===== src/rtl/sprite_rom_arbiter.sv =====
// Round-robin arbiter sharing one sprite ROM between N_REQ pixel readers.
// Latency: grant is combinational; the response follows 2 cycles after the grant.
// Backpressure: a request stays pending until granted; en=0 blocks new grants while in-flight reads drain.
module sprite_rom_arbiter #(
    parameter int                 N_REQ      = 4,
    parameter int                 ADDR_W     = 19,
    parameter int                 DATA_W     = 24,
    parameter logic [DATA_W-1:0]  TRANSP_KEY = 24'hFF00FF
) (
    input  logic                      Clk,
    input  logic                      Reset_n,
    input  logic                      en,
    input  logic [N_REQ-1:0]          req,
    input  logic [N_REQ*ADDR_W-1:0]   req_addr,
    output logic [N_REQ-1:0]          grant,
    output logic [ADDR_W-1:0]         rom_addr,
    input  logic [DATA_W-1:0]         rom_data,
    output logic                      rsp_valid,
    output logic [2:0]                rsp_id,
    output logic [DATA_W-1:0]         rsp_data,
    output logic                      rsp_transp
);

    localparam int PW = $clog2(N_REQ);

    logic [PW-1:0]     r_ptr;
    logic              r_s1_vld;
    logic [PW-1:0]     r_s1_id;
    logic              r_rsp_vld;
    logic [PW-1:0]     r_rsp_id;
    logic [DATA_W-1:0] r_rsp_dat;

    logic              w_found;
    logic              w_acc;
    logic [PW-1:0]     w_win;
    logic [PW:0]       w_sum;
    logic [PW-1:0]     w_idx;

    // Scan upward from r_ptr, wrapping modulo N_REQ; first pending requester wins.
    always_comb begin
        w_found = 1'b0;
        w_win   = '0;
        w_sum   = '0;
        w_idx   = '0;
        for (int k = 0; k < N_REQ; k++) begin
            w_sum = {1'b0, r_ptr} + (PW+1)'(k);
            w_idx = (w_sum >= (PW+1)'(N_REQ)) ? PW'(w_sum - (PW+1)'(N_REQ)) : PW'(w_sum);
            if (!w_found && req[w_idx]) begin
                w_found = 1'b1;
                w_win   = w_idx;
            end
        end
    end

    // Reset gates the accept so grant/rom_addr stay quiet while Reset_n is low.
    assign w_acc = Reset_n & en & w_found;

    always_comb begin
        grant    = '0;
        rom_addr = '0;
        if (w_acc) begin
            grant[w_win] = 1'b1;
            rom_addr     = req_addr[w_win*ADDR_W +: ADDR_W];
        end
    end

    always_ff @(posedge Clk or negedge Reset_n) begin
        if (!Reset_n) begin
            r_ptr     <= '0;
            r_s1_vld  <= 1'b0;
            r_s1_id   <= '0;
            r_rsp_vld <= 1'b0;
            r_rsp_id  <= '0;
            r_rsp_dat <= '0;
        end else begin
            if (w_acc) begin
                r_ptr   <= (w_win == PW'(N_REQ-1)) ? '0 : w_win + 1'b1;
                r_s1_id <= w_win;
            end
            r_s1_vld  <= w_acc;
            r_rsp_vld <= r_s1_vld;
            // ROM data is valid in the cycle after the grant, aligned with stage 1.
            if (r_s1_vld) begin
                r_rsp_id  <= r_s1_id;
                r_rsp_dat <= rom_data;
            end
        end
    end

    assign rsp_valid  = r_rsp_vld;
    assign rsp_id     = 3'(r_rsp_id);
    assign rsp_data   = r_rsp_dat;
    assign rsp_transp = r_rsp_vld && (r_rsp_dat == TRANSP_KEY);

endmodule


===== config.mk =====
export PLATFORM = sky130hd
export DESIGN_NAME = sprite_rom_arbiter
export DESIGN_NICKNAME = d
export VERILOG_FILES = /design/src/rtl/sprite_rom_arbiter.sv
export SDC_FILE = /design/constraint.sdc
export NUM_CORES = 1
export LEC_CHECK = 0
export ABC_AREA = 1
export BUFFER_PORTS_ARGS = -buffer_cell sky130_fd_sc_hd__buf_2
export CAP_MARGIN = 20
export CORE_MARGIN = 5
export CORE_UTILIZATION = 47
export CTS_BUF_LIST = sky130_fd_sc_hd__clkbuf_16
export CTS_CLUSTER_DIAMETER = 80
export DETAILED_ROUTE_END_ITERATION = 12
export PLACE_DENSITY = 0.88
export SETUP_SLACK_MARGIN = 0.1
export SKIP_CTS_REPAIR_TIMING = 1
export SYNTH_ARGS = -nofsm -noshare
export SYNTH_HDL_FRONTEND = slang
export SYNTH_SLANG_ARGS = --single-unit

===== constraint.sdc =====
create_clock -name Clk -period 4.84 [get_ports Clk]
set_input_delay 0.726 -clock Clk [delete_from_list [all_inputs] [get_ports Clk]]
set_output_delay 0.726 -clock Clk [all_outputs]
set_load 0.01 [all_outputs]

== Word level (Yosys, flattened, before mapping) ==
Index checks and enable logic that the tools add are counted.

* Reduce and logical (&&, ||, !) cells: 8
* Multipliers: 1
* Muxes and demuxes: 25
* Equality and inequality tests: 2
* Magnitude comparators: 10
* $add $sub $neg: 8
* Shifts and indexed selects: 1
* Bitwise logic cells: 2

{| class="wikitable"
|+ Operators by type and width
! kind !! count
|-
| $shiftx A76 B8 Y19 || 1
|-
| $eq A24 B24 Y1 const B || 1
|-
| $mux W19 || 1
|-
| $mux W2 || 9
|-
| $lt A2 B3 Y1 const B || 5
|-
| $ge A3 B3 Y1 const B || 3
|-
| $mux W1 || 9
|-
| $bmux W1 S2 || 4
|-
| $sub A2 B1 Y2 const B || 4
|-
| $mul A2 B5 Y7 const B || 1
|-
| $add A2 B2 Y3 const B || 2
|-
| $logic_and A1 B1 Y1 || 5
|-
| $mux W4 || 1
|-
| $add A2 B1 Y3 const B || 1
|-
| $ge A2 B3 Y1 const B || 1
|-
| $logic_not A1 Y1 || 3
|-
| $add A2 B1 Y2 const B || 1
|-
| $and A1 B1 Y1 || 2
|-
| $demux W1 S2 || 1
|-
| $eq A2 B2 Y1 const B || 1
|-
| $ge A2 B1 Y1 const B || 1
|}

* Bits in registers: 32
* Output and inout port bits: 52
* Input bits: 107

== Longest topological paths before layout ==
* Depth after elaboration: 19
* Depth in mapped cells: 15

== Worst setup path before layout ==
No wires, ideal clock.

* Path type: input port to output port
* Start: input port req[3]
* End: output port grant[3]
* Stages on the path: 10
* Data required time: 4114 ps
* Buffers on the path: 1
* Slack: 2127 ps
* Arrival: 1987 ps
* Cell sequence: inv_1 > nand2_1 > and2_1 > o21ai_2 > nand4_2 > nand2_1 > buf_2 > ha_1 > inv_1 > nor2_1

* Cells in the longest elaborated chain, start to end: 17
* Elaborated cells on any way between the ends: 29
* Those cells by class: order compare (2); mux (19); bitwise (1); reduce/logical (7)

{| class="wikitable"
|+ Ends and longest elaborated chain
! item !! line !! RTL
|-
| from (decl) || 13 || <nowiki>input logic [N_REQ-1:0] req,</nowiki>
|-
| $bmux W1 S2 || 48 || <nowiki>if (!w_found && req[w_idx]) begin</nowiki>
|-
| $mux W1 (implied by the code) || 48 ||
|-
| $mux W1 || 48 ||
|-
| $logic_not A1 Y1 || 48 ||
|-
| $logic_and A1 B1 Y1 || 48 ||
|-
| $mux W1 || 48 ||
|-
| $logic_not A1 Y1 || 48 ||
|-
| $logic_and A1 B1 Y1 || 48 ||
|-
| $mux W1 || 48 ||
|-
| $logic_not A1 Y1 || 48 ||
|-
| $logic_and A1 B1 Y1 || 48 ||
|-
| $mux W2 || 48 ||
|-
| $lt A2 B3 Y1 (implied by the code) or $ge A2 B1 Y1 (tied branches) || 62 || <nowiki>grant[w_win] = 1'b1;</nowiki>
|-
| $logic_and A1 B1 Y1 (implied by the code) || 62 ||
|-
| $mux W1 (implied by the code) || 62 ||
|-
| $demux W1 S2 || 62 ||
|-
| $mux W4 (*) || 61 || <nowiki>if (w_acc) begin</nowiki>
|-
| to (decl) || 15 || <nowiki>output logic [N_REQ-1:0] grant,</nowiki>
|}

Every way passes the cells marked *; elsewhere a longest branch is shown, timed or not. The select of a mux whose other input is x is not followed.

== Final worst setup path ==
* Start: register r_ptr[0]
* End: output port grant[0]

* Cells in the longest elaborated chain, start to end: 19
* Elaborated cells on any way between the ends: 44
* Those cells by class: add/sub (7); order compare (6); mux (23); bitwise (1); reduce/logical (7)

{| class="wikitable"
|+ Ends and longest elaborated chain
! item !! line !! RTL
|-
| from (decl) || 26 || <nowiki>logic [PW-1:0] r_ptr;</nowiki>
|-
| from (signal assigned) || 77 || <nowiki>r_ptr <= (w_win == PW'(N_REQ-1)) ? '0 : w_win + 1'b1;</nowiki>
|-
| branches (longest 18 deep; another with $add A2 B1 Y3) || - ||
|-
| $mux W4 (*) || 61 ||
|}

Every way passes the cells marked *. The select of a mux whose other input is x is not followed.

==> summary.txt <==
synthesized area -> 2530 sq um
Mapped Cells -> 363
Max Fanout on Critical Path -> 39
Non-Filler Instances -> 581
status -> finished clean
largest net degree at the start of global routing -> 40
core footprint -> 5170 sq um
Std-Cell Rows -> 26
port bufs -> 157
Clock Sinks -> 32
worst reg2reg path endpoint -> r_s1_id[0]
DR vias/cell -> 5.04
M1 WL -> 2950 um
P per Cell Area -> 644 nW/um^2
Synth warnings -> 0
first-pass GRT wire length -> 13100 um
crit path launch -> r_ptr[0]
Critical Path Start Type -> flip-flop
Top FF cell, synth -> dfrtp_1
clock share of power -> 12.7%
Flop pwr share -> 20.9%
H-tree depth -> 2
largest area contributor in the netlist -> dfrtp_1
min Tclk post-route -> 3.96 ns
Starting Density -> 48.9%
grt ovf -> 0
die area -> 6950 sq um
Tot GR Track Use -> 22.0%
Chip Height -> 83.4 um
clock-pin slew on the worst setup and hold paths -> 0.05 ns
fmax -> 252 MHz
internal power -> 1.12 mW
fillers -> 455
syn avg cell area -> 6.97 sq um
syn_nets -> 471
vias in the first global route -> 3049
gpl congestion -> 0.850
top cells by area, synth -> dfrtp_1, nand3_1, nand2_1
Final Hold Viols -> 0
IO Count -> 159
Max Cap Viol -> 0
VDD IR-drop max -> 314 uV
Crit Path Class -> reg -> out
Yosys cell types -> 32
Critical Path Sink Type -> primary output
Slew @ Worst Pin -> 0.589 ns
Max Clock Skew -> 0.00484 ns
crit path DAT -> 3.24 ns
Finish-stage setup viols -> 0
Lkg Pwr -> 2.05 nW
drt first pass iters -> 4
top cells by count, synth -> nand2_1, inv_1, nand3_1
Routed Antenna Nets -> 0
layout cells sized above 1 -> 38.9%
DR WL/cell -> 13.4 um
Sw Share -> 49.8%
Root Buffer -> clkbuf_16
clock buffer depth -> 2
Worst Path Required -> 4.11 ns
post-DP HPWL -> 6050 um
worst skew pair latency -> 0.27 ns
metal2 WL -> 3950 um
Post-synth ARST share -> 100%
Top Metal Used -> met4
headroom to the max-slew limit -> 60.6%
worst r2r path cells -> 13
Placed Instance Area -> 3290 sq um
total chip power -> 2.22 mW
starting DRC count in detailed routing -> 118
Vias -> 2928
Combinational Power Share -> 66.4%
switching power -> 1.11 mW
proportion of synthesized chip area in sequential cells -> 31.7%
area grow syn2layout -> 36.5%
floorplan die width -> 83.4 um
Design Area, Final -> 3450 sq um
Fin Setup TNS -> 0 ns
Critical R2R Launch -> r_ptr[0]
Synth top area share -> 31.7%
Post-Place Cells -> 572
number of flops mapped to enable cells by yosys -> 0
FF-to-FF setup slack -> 1.92 ns
clock buffer count from CTS -> 5
register bit count reported by yosys -> 32
Max Slew Vio Count -> 0
fin crit share -> 81.8%
RSZ-0062 raised after global routing -> false
top-count cell post-synth -> nand2_1
DRC violation count after routing -> 0
met3 WL -> 648 um
TritonCTS clock tree -> yes
hold crit path type -> in -> async
CP endpoint -> grant[0]
Nets -> 618
n_diodes -> 0
final wirelength -> 7780 um
initial antenna violation count -> 0
==> power by group through the flow <==
stage / Sequential (mW) / Clock, mW / Combinational (mW)
after detailed placement: 0.480 / 0 / 1.45
after CTS: 0.477 / 0.288 / 1.46
after global placement: 0.470 / 0 / 1.41
after floorplan: 0.487 / 0 / 1.10
after global routing: 0.483 / 0.305 / 1.67
final: 0.465 / 0.282 / 1.48
==> worst max-delay path, cell delays in order (launching register included) <==
cell and delay [ns]:
dfrtp_1 0.50, inv_4 0.16, nand2_1 0.08, nand3_1 0.10
nand2_1 0.12, nor2_4 0.16, nand2_2 0.08, nand2_2 0.06
buf_4 0.34, nand2_1 0.47, buf_4 0.37, inv_1 0.09
nand2_1 0.12, nor2_1 0.13, buf_2 0.16
==> registers in the layout, summed over array words and instances, names as in the netlist <==
name,cells
r_s1_id,2
r_s1_vld,1
rsp_data,24
r_ptr,2
r_rsp_id,2
rsp_valid,1
==> per-layer routing <==
metal	vias up	GRT usage, %
li1	1449	-
met1	1291	24.4
met2	163	39.7
met3	25	4.95
met4	0	10.3
met5	-	0
==> cells in the final DEF, fill, tap and decap left out, drive strengths merged, types with 2 or more instances in the layout <==
master	Yosys	final
inv	75	77
o21ai	10	10
dfrtp	32	32
nor2	6	6
a21oi	19	19
clkbuf	5	5
nand3b	19	19
nor3	2	2
nand2	77	77
buf	19	164
mux2	20	20
nand3	64	64
nor4	3	3
nand4	6	6
==> area by class of cell <==
class / instances / area, sq um / area share [%]
Multi-Input combinational cell: 232 / 1290 / 37.2
Timing Repair Buffer: 164 / 858 / 24.9
Sequential cell: 32 / 801 / 23.2
Inverter: 75 / 284 / 8.22
Clock buffer: 5 / 125 / 3.62
Tap cell: 70 / 87.6 / 2.54
Clock inverter: 3 / 11.3 / 0.326
==> through the flow <==
stage / util (%) / hold slack, ns / worst slack (ns)
after detailed placement: 63.6 / 0.474 / 0.964
after CTS: 66.2 / 0.480 / 0.896
after floorplan: - / 0.352 / 2.13
after global placement: 63.6 / 0.464 / 1.06
after global routing: 66.8 / 0.512 / 0.523
final: 66.8 / 0.464 / 0.879
==> worst min-delay path by stage <==
stage,start,cells after the start,to
5_1_grt,Reset_n,2,rsp_data[9]
4_1_cts,Reset_n,2,rsp_data[9]
3_5_place_dp,r_s1_id[1],2,r_s1_id[1]
3_3_place_gp,r_s1_id[1],2,r_s1_id[1]
2_1_floorplan,r_s1_vld,0,rsp_valid
6_report,Reset_n,2,rsp_data[9]
==> cells by family after synthesis <==
kind of cell / count (synthesis) / synth area share (%)
AND/OR/NAND/NOR: 178 / 34.6
buffers and inverters: 99 / 17.5
AO/OA/AOI/OAI: 32 / 6.68
flip-flops: 32 / 31.7
multiplexers: 20 / 8.90
adder cells (fa/ha/maj): 1 / 0.494
other: 1 / 0.148
No activity file was read; power rests on OpenSTA's default activity.
